$ cat src/rtl/lut_expr_eval.sv
// lut_expr_eval: run-time programmable N_IN-input Boolean function.
// A truth table of 2**N_IN entries is shifted in serially, index 0 first.
// Once the table is complete, each valid input vector is looked up with
// one cycle of latency. Full throughput is one result per cycle.
module lut_expr_eval #(
    parameter int N_IN = 4
) (
    input  logic            clk,
    input  logic            rst_n,
    input  logic            cfg_start,
    input  logic            cfg_valid,
    input  logic            cfg_bit,
    output logic            cfg_busy,
    output logic            cfg_done,
    input  logic            in_valid,
    input  logic [N_IN-1:0] in_vec,
    output logic            out_valid,
    output logic            y,
    output logic [N_IN:0]   ones_count,
    output logic            loaded
);
    localparam int DEPTH = 1 << N_IN;

    typedef enum logic [1:0] {
        EMPTY,
        LOAD,
        RUN
    } state_t;

    state_t           state;
    logic [DEPTH-1:0] tbl;
    logic [N_IN-1:0]  idx;
    logic [N_IN:0]    run_cnt;
    logic [N_IN:0]    cnt_next;
    logic             last_entry;

    // The running count is one bit wider than idx, so an all-ones table
    // reports 2**N_IN and does not wrap to zero.
    assign cnt_next   = run_cnt + {{N_IN{1'b0}}, cfg_bit};
    assign last_entry = (idx == {N_IN{1'b1}});

    // Control FSM, table write port and registered lookup result.
    always_ff @(posedge clk or negedge rst_n) begin
        if (!rst_n) begin
            state      <= EMPTY;
            tbl        <= '0;
            idx        <= '0;
            run_cnt    <= '0;
            cfg_busy   <= 1'b0;
            cfg_done   <= 1'b0;
            out_valid  <= 1'b0;
            y          <= 1'b0;
            ones_count <= '0;
            loaded     <= 1'b0;
        end else begin
            cfg_done  <= 1'b0;
            out_valid <= 1'b0;
            if (cfg_start) begin
                // A start from any state, including mid-load, rewinds to
                // entry 0. A cfg_valid in this cycle is deliberately dropped.
                // Old entries remain until overwritten, and ones_count keeps
                // the previous table's value until the new load completes.
                state    <= LOAD;
                idx      <= '0;
                run_cnt  <= '0;
                loaded   <= 1'b0;
                cfg_busy <= 1'b1;
            end else begin
                case (state)
                    LOAD: begin
                        if (cfg_valid) begin
                            tbl[idx] <= cfg_bit;
                            run_cnt  <= cnt_next;
                            if (last_entry) begin
                                state      <= RUN;
                                idx        <= '0;
                                cfg_busy   <= 1'b0;
                                cfg_done   <= 1'b1;
                                ones_count <= cnt_next;
                                loaded     <= 1'b1;
                            end else begin
                                idx <= idx + N_IN'(1);
                            end
                        end
                    end
                    RUN: begin
                        // y holds its value whenever there is no valid input.
                        if (in_valid) begin
                            y         <= tbl[in_vec];
                            out_valid <= 1'b1;
                        end
                    end
                    default: begin
                        // EMPTY: inputs are ignored until a load begins.
                    end
                endcase
            end
        end
    end

endmodule

$ cat config.mk
export PLATFORM = sky130hd
export DESIGN_NAME = lut_expr_eval
export DESIGN_NICKNAME = d
export VERILOG_FILES = /design/src/rtl/lut_expr_eval.sv
export SDC_FILE = /design/constraint.sdc
export NUM_CORES = 1
export LEC_CHECK = 0
export ABC_AREA = 1
export CAP_MARGIN = 25
export CELL_PAD_IN_SITES_DETAIL_PLACEMENT = 1
export CELL_PAD_IN_SITES_GLOBAL_PLACEMENT = 2
export CORE_MARGIN = 2
export CORE_UTILIZATION = 33
export DETAILED_ROUTE_END_ITERATION = 10
export MAX_ROUTING_LAYER = met4
export PLACE_DENSITY_LB_ADDON = 0.1
export SLEW_MARGIN = 20
export SYNTH_ARGS = -nofsm -noshare
export SYNTH_HDL_FRONTEND = slang
export SYNTH_SLANG_ARGS = --single-unit
$ cat constraint.sdc
create_clock -name clk -period 1.5 [get_ports clk]
set_clock_uncertainty 0.05 [all_clocks]
set_input_delay 0.225 -clock clk [delete_from_list [all_inputs] [get_ports clk]]
set_output_delay 0.225 -clock clk [all_outputs]
set_load 0.02 [all_outputs]
==> results of run 1 <==
[power groups by stage]
stage / clock, W / sequential, W / combinational [W]
2_1_floorplan: 0 / 0.00103 / 0.000148
3_3_place_gp: 0 / 0.00104 / 0.000254
3_5_place_dp: 0 / 0.00104 / 0.000265
4_1_cts: 0.000688 / 0.00103 / 0.000266
5_1_grt: 0.000740 / 0.00103 / 0.000301
6_report: 0.000659 / 0.00103 / 0.000264
[routing by layer]
metal  GRT usage (%)  routed length [um]
met1           20.59                1936
met2           30.00                2295
met3           3.910                 126
met4           5.455                  65
met5               -                   0
[Yosys cell counts (2+ instances only)]
library cell   n
a21oi_1       14
a31oi_1       12
dfrtp_1       35
ha_1           6
inv_1         29
inv_2          4
nand2_1       43
nand3_1       21
nor2_1         6
nor2_4         4
nor3_1         2
o21ai_0       11
o21ai_1        4
xor2_1         3
[stage by stage]
step	cell area [um2]	std cells	hold slack (ps)
after floorplan	1735	202	-120.6
after global placement	2142	304	414.9
after CTS	2211	312	275.1
after global routing	2250	315	232.5
after detailed placement	2142	304	432.3
final	2250	315	214.3
[worst max-delay path, cell delays in order]
cell and delay (ps):
clkdlybuf4s50_1 540, nand4_4 250, nor2_4 270, a21oi_1 110, a31oi_1 160
[registers in the layout, indices dropped and copies added (netlist names)]
register and count:
cfg_done 1, idx 4, run_cnt 5, ones_count 5, out_valid 1, state 1, y 1, tbl 16
loaded 1
[final cells by class]
type                    instances  area share, %
flip-flops and latches         35          38.93
multi-input cells             132          32.81
repair buffers                 37          15.13
inverters                      33          5.617
well taps                      70          3.893
clock buffers                   7          3.393
clock inverters                 1         0.2225
[worst max-delay path by stage]
stage,slack [ps],to,startpoint
final,100,tbl[12],cfg_valid
after detailed placement,-250,ones_count[4],cfg_bit
after global routing,10,ones_count[3],loaded
after floorplan,160,tbl[3],loaded
after CTS,30,ones_count[3],loaded
after global placement,-180,run_cnt[4],cfg_bit
[cells by family (layout without fill, tap and decap cells)]
logic type | count (synthesis) | count (layout)
AOI/OAI and AO/OA | 42 | 42
xor gates and xnor gates | 4 | 4
adders and majority gates | 6 | 6
buffers and inverters | 35 | 78
DFF | 35 | 35
and+or+nand+nor | 80 | 80
[timing repair]
item,4_1_cts,5_1_grt
pin swaps,0,5
setup endpoints to repair,10,17
resized for setup,10,6
buffers inserted,0,3
==> run summary, run 1 <==
Leakage = 1.127 nW
Clk slew on worst S/H paths = 70 ps
Routed wire length per instance = 14.04 um
Synthesized net count = 218
Clk buf depth = 2
Synth Area per Inst = 8.591 um2
Commonest cells after routing, fill and taps aside = nand2_1 (43), dfrtp_1 (35), inv_1 (28)
CP endpoint kind = flip-flop
Clk sinks = 35
Sequential Power Share = 52.6%
Main combinational cell family by area after synthesis = simple AND/OR/NAND/NOR gates
Site Rows = 26
Post-synth top area share = 50.47%
CTS HTree Levels = 2
WP data required = 1650 ps
Sequential area share after synthesis = 50.47%
First-pass GRT wire length = 7928 um
Final hold violations = 0
Area contributors post-synth = dfrtp_1 (50%), nand2_1 (9.3%), inv_1 (6.3%)
CTS tree = built
Area grow syn2layout = 29.63%
R2R cell count = 5
Flop2flop setup slack = 110 ps
Adder-cell share of the synthesized area = 4.326%
Unrepaired setup endpoints after global routing = false
GRT overflow = 0
Tot GR Track Use = 17.53%
Rel. slew slack = 83.26%
Combinational power share = 13.6%
Port Buffer Count = 19
Synth Flop Type = dfrtp_1
Period utilization = 93.41%
Crit Path Category = in2reg
Fin crit period = 1401 ps
Post-Synth XOR/XNOR Area = 2.019%
Initial Util = 34.20%
Final setup TNS = 0 ps
Commonest non-fill, non-tap cell in the layout = nand2_1
Placement Setup Slack = -253.6 ps
Number of synthesized flops with an enable pin = 0
Vias in the first global route = 1681
Min-Delay Endpoint = tbl[15]
VDD IR-drop max = 0.4457 mV
Cell Area, Synth = 1735 um2
Internal = 0.001435 W
Synth unique cells = 22
Die extent in x = 76.52 um
Hold path depth = 3
Post-synthesis mux area share = 0%
Antenna diodes = 0
Die ar. = 5855 um2
Initial antenna violation count = 0
Slew @ Worst Pin = 250.7 ps
Clock share of power = 33.8%
Pin count of the biggest net entering global routing = 36
Area occupied by multi-input gates = 738.2 um2
Final net count = 260
Cells after Synth = 202
Core Region = 5075 um2
CP max FO = 8
Final WL = 4423 um
Hold buffer count at CTS = 0
Num CTS Buffers = 5
Outcome = finished clean
Reg2reg start = loaded
Drt first pass iters = 4
Psw = 0.0005154 W
CP arrival = 1550 ps
Number of max-cap violations = 0
Final total power = 0.001950 W
Setup WS post-layout = 98.85 ps
Reg-to-Reg End = tbl[12]
Worst hold start = cfg_bit
Fraction of layout cells with a size suffix above 1 = 15.51%
Complex-gate fraction of the synthesized area = 13.05%
Max Transition Viols Final = 0
Fillers = 628
Final ANT Viol Nets = 0
Vert. Die Dim = 76.52 um
Post-synth top area cell = dfrtp_1
Clk_lat worst skew = 280 ps
Final core utilization = 44.33%
Hpwl dp = 3414 um
Storage cell area = 875.8 um2
# DRC = 0
GPL Wtd Cong = 0.7761
Vias = 1511
Post-Synth Simple-Gate Area = 22.49%
Yosys reg bits = 35
Worst setup SP type = input port
Finish-stage setup viols = 0
Synth warnings = 0
Switching share of power = 26.42%
FFs w/ async S/R, synth = 100.0%
PD cells = 867.0 nW/um2
Starting DRT DRC Count = 44
Via density = 4.797
Worst hold path type = in2reg
CTS root buf = clkbuf_8
Max frequency = 713.7 MHz
Boundary Pins = 20
(Power assumes the default switching activity.)
==> run 2, diff against run 1 <==
--- a/config.mk
+++ b/config.mk
@@ -14,6 +14,7 @@
 export DETAILED_ROUTE_END_ITERATION = 10
 export MAX_ROUTING_LAYER = met4
 export PLACE_DENSITY_LB_ADDON = 0.1
+export SKIP_LAST_GASP = 1
 export SLEW_MARGIN = 20
 export SYNTH_ARGS = -nofsm -noshare
 export SYNTH_HDL_FRONTEND = slang
==> run 2 against run 1 <==
  * Global-route usage unchanged
  * Final area shrank 0.39%
  * Sequential cell count stayed put
  * Critical path type is now reg2reg
  * Critical endpoint is now ones_count[4]
==> run summary, run 2 (same netlist as run 1, synthesis figures left out) <==
Top reg by flops = tbl
Crit path cell chain = ha_2 -> ha_1 -> nand3_1 -> xor2_1 -> nand2_1 -> o21ai_1
Die ar. = 5855 um2 (unchanged)
Area grow syn2layout = 29.13%
Critical path origin = run_cnt[0]
CP max FO = 2 (-6)
Reg2reg start = run_cnt[0]
Clk sinks = 35 (unchanged)
Die extent in x = 76.52 um (unchanged)
GPL Wtd Cong = 0.7761 (unchanged)
Tot GR Track Use = 17.53% (unchanged)
Fin crit period = 1406 ps (+5.283 ps)
Design area = 2241 um2 (-0.39%)
Vias in the first global route = 1681 (unchanged)
CP endpoint kind = flip-flop
Pin count of the biggest net entering global routing = 36 (unchanged)
Port Buffer Count = 19 (unchanged)
Number of max-cap violations = 0 (unchanged)
CTS root buf = clkbuf_8
WP data required = 1660 ps (about the same)
Largest register FFs = 16 (unchanged)
PD cells = 870.7 nW/um2 (+0.43%)
CP delay by family, top = adder cells
CP max stage cell = dfrtp_1
WP buf/inv = 0 (-1)
Starting DRT DRC Count = 56 (+27%)
VDD IR-drop max = 0.4455 mV (about the same)
Hold buffer count at CTS = 0 (unchanged)
Final total power = 0.001951 W (about the same)
Worst setup SP type = flip-flop
Fraction of layout cells with a size suffix above 1 = 14.69% (-0.82 points)
Boundary Pins = 20 (unchanged)
Initial antenna violation count = 0 (unchanged)
Clk slew on worst S/H paths = 70 ps (about the same)
Final net count = 260 (unchanged)
Setup WS post-layout = 93.57 ps (-5.283 ps)
# DRC = 0 (unchanged)
Site Rows = 26 (unchanged)
Vias = 1512 (+0.066%)
Max Transition Viols Final = 0 (unchanged)
CTS tree = built
Biggest regs = tbl (16), ones_count (5), run_cnt (5)
Commonest cells after routing, fill and taps aside = nand2_1 (43), dfrtp_1 (35), inv_1 (28)
Clk_lat worst skew = 280 ps (about the same)
Final ANT Viol Nets = 0 (unchanged)
Core Region = 5075 um2 (unchanged)
GRT overflow = 0 (unchanged)
Antenna diodes = 0 (unchanged)
CP arrival = 1570 ps (+20 ps)
Hpwl dp = 3414 um (unchanged)
Routed wire length per instance = 14.06 um (+0.14%)
Vert. Die Dim = 76.52 um (unchanged)
Max frequency = 711.0 MHz (-0.38%)
First-pass GRT wire length = 7928 um (unchanged)
Post-DP Area = 2142 um2 (unchanged)
Slew @ Worst Pin = 250.7 ps (-0.006914 ps)
Unrepaired setup endpoints after global routing = true
Initial Util = 34.20% (unchanged)
Finish-stage setup viols = 0 (unchanged)
Hold Slack = 214.2 ps (-0.02500 ps)
Final hold violations = 0 (unchanged)
Leakage = 1.125 nW (-0.19%)
Commonest non-fill, non-tap cell in the layout = nand2_1
Rel. slew slack = 83.26% (about the same)
Placement Setup Slack = -253.6 ps (unchanged)
Crit-path max cell delay = 400 ps (-140 ps)
Period utilization = 93.76% (+0.35 points)
Worst hold start = cfg_bit
Via density = 4.800 (about the same)
Worst hold path type = in2reg
Flop2flop setup slack = 90 ps (-20 ps)
Crit Path Category = reg2reg
Num CTS Buffers = 5 (unchanged)
CTS HTree Levels = 2 (unchanged)
Outcome = finished clean
Final core utilization = 44.16% (-0.17 points)
Drt first pass iters = 4 (unchanged)
Clk buf depth = 2 (unchanged)
Final WL = 4429 um (+0.14%)
[run 2: cell counts in the layout (fill, tap and decap cells not counted)]
No cell type changed its count.
[run 2: where the power goes]
group          switching (W)  internal, W
Clock               0.000334     0.000326
Sequential         0.0000323     0.000994
Combinational       0.000149     0.000115
Total               0.000516      0.00143
[run 2: through the flow]
step	instances	setup TNS, ps
6_report	315	0
5_1_grt	315	-28.60
4_1_cts	312	0
3_5_place_dp	304	-3732
3_3_place_gp	304	-2215
2_1_floorplan	202	0
[run 2: final cells by class]
type                            count  area, um2
Fill cell                         627       2834
Sequential cell                    35      875.8
Multi-Input combinational cell    132      729.5
Timing Repair Buffer               37      340.3
Inverter                           33      126.4
Tap cell                           70      87.58
Clock buffer                        7      76.32
Clock inverter                      1      5.005
[run 2: worst paths after layout]
check	end	depth (start not counted)
setup reg to reg	ones_count[4]	6
max in group asynchronous	idx[2]	2
setup / recovery	ones_count[4]	6
hold reg to reg	tbl[7]	2
min in group asynchronous	y	2
hold / removal	tbl[15]	3
[run 2: repair_timing]
item | 4_1_cts | 5_1_grt
setup buffers | 0 | 3
cloned | 0 | 0
pin swaps | 0 | 3
setup endpoints to repair | 10 | 17
gates resized for setup | 10 | 4
[run 2: layer usage]
| metal | up-vias | track usage [%] | routed length [um] | part of all wire (%) |
|---|---|---|---|---|
| met2 | 18 | 30.00 | 2292 | 52 |
| li1 | 744 | - | - | - |
| met1 | 742 | 20.59 | 1944 | 44 |
| met4 | 0 | 5.455 | 65 | 1.5 |
| met5 | - | - | 0 | 0 |
| met3 | 8 | 3.910 | 126 | 2.8 |
[run 2: worst register-to-register path, stage by stage, from the launching register on]
cell and delay, ps:
dfrtp_1 400, ha_2 210, ha_1 210, nand3_1 90, xor2_1 160, nand2_1 90, o21ai_1 130
==> run 3, diff against run 2 <==
--- a/config.mk
+++ b/config.mk
@@ -9,13 +9,14 @@
 export CAP_MARGIN = 25
 export CELL_PAD_IN_SITES_DETAIL_PLACEMENT = 1
 export CELL_PAD_IN_SITES_GLOBAL_PLACEMENT = 2
+export CORE_ASPECT_RATIO = 2
 export CORE_MARGIN = 2
 export CORE_UTILIZATION = 33
 export DETAILED_ROUTE_END_ITERATION = 10
 export MAX_ROUTING_LAYER = met4
 export PLACE_DENSITY_LB_ADDON = 0.1
 export SKIP_LAST_GASP = 1
-export SLEW_MARGIN = 20
+export SLEW_MARGIN = 10
 export SYNTH_ARGS = -nofsm -noshare
 export SYNTH_HDL_FRONTEND = slang
 export SYNTH_SLANG_ARGS = --single-unit
==> run 3 against run 2 <==
  * Non-clock buffer count grew 1
  * First-iteration DRC count fell by 66%
  * Clock power up 3.5%
  * Count of clock-buffer cells in the layout decreased by 1
  * Power increased by 1.7%
  * Sequential power barely moved
  * Largest power group unchanged
==> run summary, run 3 (same netlist as run 1, synthesis figures left out) <==
R2R cell count = 6 (unchanged)
Period utilization = 94.75% (+0.99 points)
Max Transition Viols Final = 0 (unchanged)
GPL Wtd Cong = 0.7937 (+2.3%)
Worst setup SP type = flip-flop
Vias in the first global route = 1790 (+6.5%)
Drt first pass iters = 4 (unchanged)
CTS HTree Levels = 2 (unchanged)
Antenna diodes = 0 (unchanged)
Num CTS Buffers = 5 (unchanged)
Site Rows = 37 (+42%)
CP endpoint kind = flip-flop
GRT overflow = 0 (unchanged)
CP max stage cell = dfrtp_1
VDD IR-drop max = 0.7188 mV (+61%)
Final Non-Filler Cells = 303 (-3.8%)
Hpwl dp = 3830 um (+12%)
Crit path cell chain = inv_2 -> nand4_4 -> buf_12 -> nor2_4 -> buf_4 -> a31oi_1
Stages on the worst setup path = 6 (unchanged)
Commonest non-fill, non-tap cell in the layout = nand2_1
Crit-path max cell delay = 410 ps (about the same)
Leakage = 1.140 nW (+1.3%)
WP buf/inv = 3 (+3)
Boundary Pins = 20 (unchanged)
Port Buffer Count = 19 (unchanged)
Initial Util = 34.08% (-0.12 points)
Final net count = 261 (+0.38%)
Clk sinks = 35 (unchanged)
WP data required = 1610 ps (-50 ps)
Core Region = 5092 um2 (+0.35%)
Final core utilization = 44.25% (+0.094 points)
Number of max-cap violations = 0 (unchanged)
Vias = 1569 (+3.8%)
Clk slew on worst S/H paths = 70 ps (about the same)
Area grow syn2layout = 29.85%
Final ANT Viol Nets = 0 (unchanged)
Clk buf depth = 2 (unchanged)
Starting DRT DRC Count = 19 (-66%)
Die ar. = 5890 um2 (+0.60%)
Fin crit period = 1421 ps (+14.88 ps)
Top reg by flops = tbl
First-pass GRT wire length = 8176 um (+3.1%)
Hold buffer count at CTS = 0 (unchanged)
Finish-stage setup viols = 0 (unchanged)
CTS root buf = clkbuf_8
Biggest regs = tbl (16), ones_count (5), run_cnt (5)
Commonest cells after routing, fill and taps aside = nand2_1 (43), dfrtp_1 (35), inv_1 (27)
Largest register FFs = 16 (unchanged)
Die extent in x = 55.28 um (-28%)
Final hold violations = 0 (unchanged)
Routed wire length per instance = 15.77 um (+12%)
Fillers = 625 (-0.32%)
Max frequency = 703.6 MHz (-1.0%)
Slew @ Worst Pin = 260.5 ps (+9.878 ps)
CP arrival = 1530 ps (-40 ps)
Vert. Die Dim = 106.6 um (+39%)
Outcome = finished clean
# DRC = 0 (unchanged)
Via density = 5.178 (+7.9%)
Unrepaired setup endpoints after global routing = true
Rel. slew slack = 82.50% (-0.76 points)
CTS tree = built
Placed cell count = 294 (-3.3%)
Initial antenna violation count = 0 (unchanged)
Final setup TNS = 0 ps (unchanged)
CP max FO = 8 (+6)
Fraction of layout cells with a size suffix above 1 = 16.33% (+1.6 points)
Worst hold path type = in2async
Tot GR Track Use = 18.30% (+0.77 points)
CP delay by family, top = buffers and inverters
Clk_lat worst skew = 290 ps (about the same)
Pin count of the biggest net entering global routing = 36 (unchanged)
PD cells = 880.9 nW/um2 (+1.2%)
Crit Path Category = reg2reg
Final WL = 4777 um (+7.9%)
-- run 3: changes by cell type in the layout (fill, tap and decap cells not counted), sizes merged --
cell,change
buf,+1
dlygate4sd2,-1
clkbuf,-1
clkdlybuf4s50,+1
-- run 3: path summary, 6_finish.rpt --
check,endpoint,start,slack [ps]
max,tbl[14],loaded,80
min,run_cnt[0],rst_n,250
max reg2reg,tbl[14],loaded,80
min reg2reg,y,y,440
max in group asynchronous,idx[1],rst_n,950
min in group clk,y,y,440
-- run 3: final cells by class --
cell class	count	area, um2	share of cell area [%]
Tap cell	58	72.57	3.220
Multi-Input combinational cell	132	732.0	32.48
Inverter	33	123.9	5.497
Sequential cell	35	875.8	38.87
Timing Repair Buffer	38	361.6	16.05
Clock inverter	1	5.005	0.2221
Clock buffer	6	82.58	3.665
-- run 3: power breakdown --
group	switching, W	total, W	leakage, nW	internal [W]
clock network	0.000323	0.000683	0.0470	0.000360
logic	0.000158	0.000274	0.625	0.000117
registers	0.0000332	0.00103	0.467	0.000995
total	0.000514	0.00198	1.14	0.00147
-- run 3: repair_timing --
action,in CTS,in global routing
pin swaps,0,1
endpoints found under the setup margin,9,11
resized for setup,9,5
setup buffers,0,2
-- run 3: stage by stage --
step / hold WS, ps / total power, W / instance area, um2 / worst slack, ps
2_1_floorplan: -120.6 / 0.001182 / 1735 / 155.7
3_3_place_gp: 412.7 / 0.001303 / 2155 / -173.0
3_5_place_dp: 436.0 / 0.001322 / 2155 / -204.5
4_1_cts: 253.1 / 0.002010 / 2231 / 8.944
5_1_grt: 274.1 / 0.002096 / 2253 / -29.38
6_report: 247.0 / 0.001985 / 2253 / 78.68
-- run 3: per-layer routing --
| metal | wire length (um) | up-vias | global-route usage, % |
|---|---|---|---|
| met5 | 0 | - | - |
| met4 | 200 | 0 | 10.28 |
| met3 | 83 | 19 | 3.041 |
| met2 | 2926 | 27 | 36.05 |
| met1 | 1566 | 776 | 15.43 |
| li1 | - | 747 | - |
-- run 3: worst reg2reg max path, cell delays in order (launching register included) --
cell	delay, ps
dfrtp_1	410
inv_2	90
nand4_4	130
buf_12	170
nor2_4	210
buf_4	150
a31oi_1	70
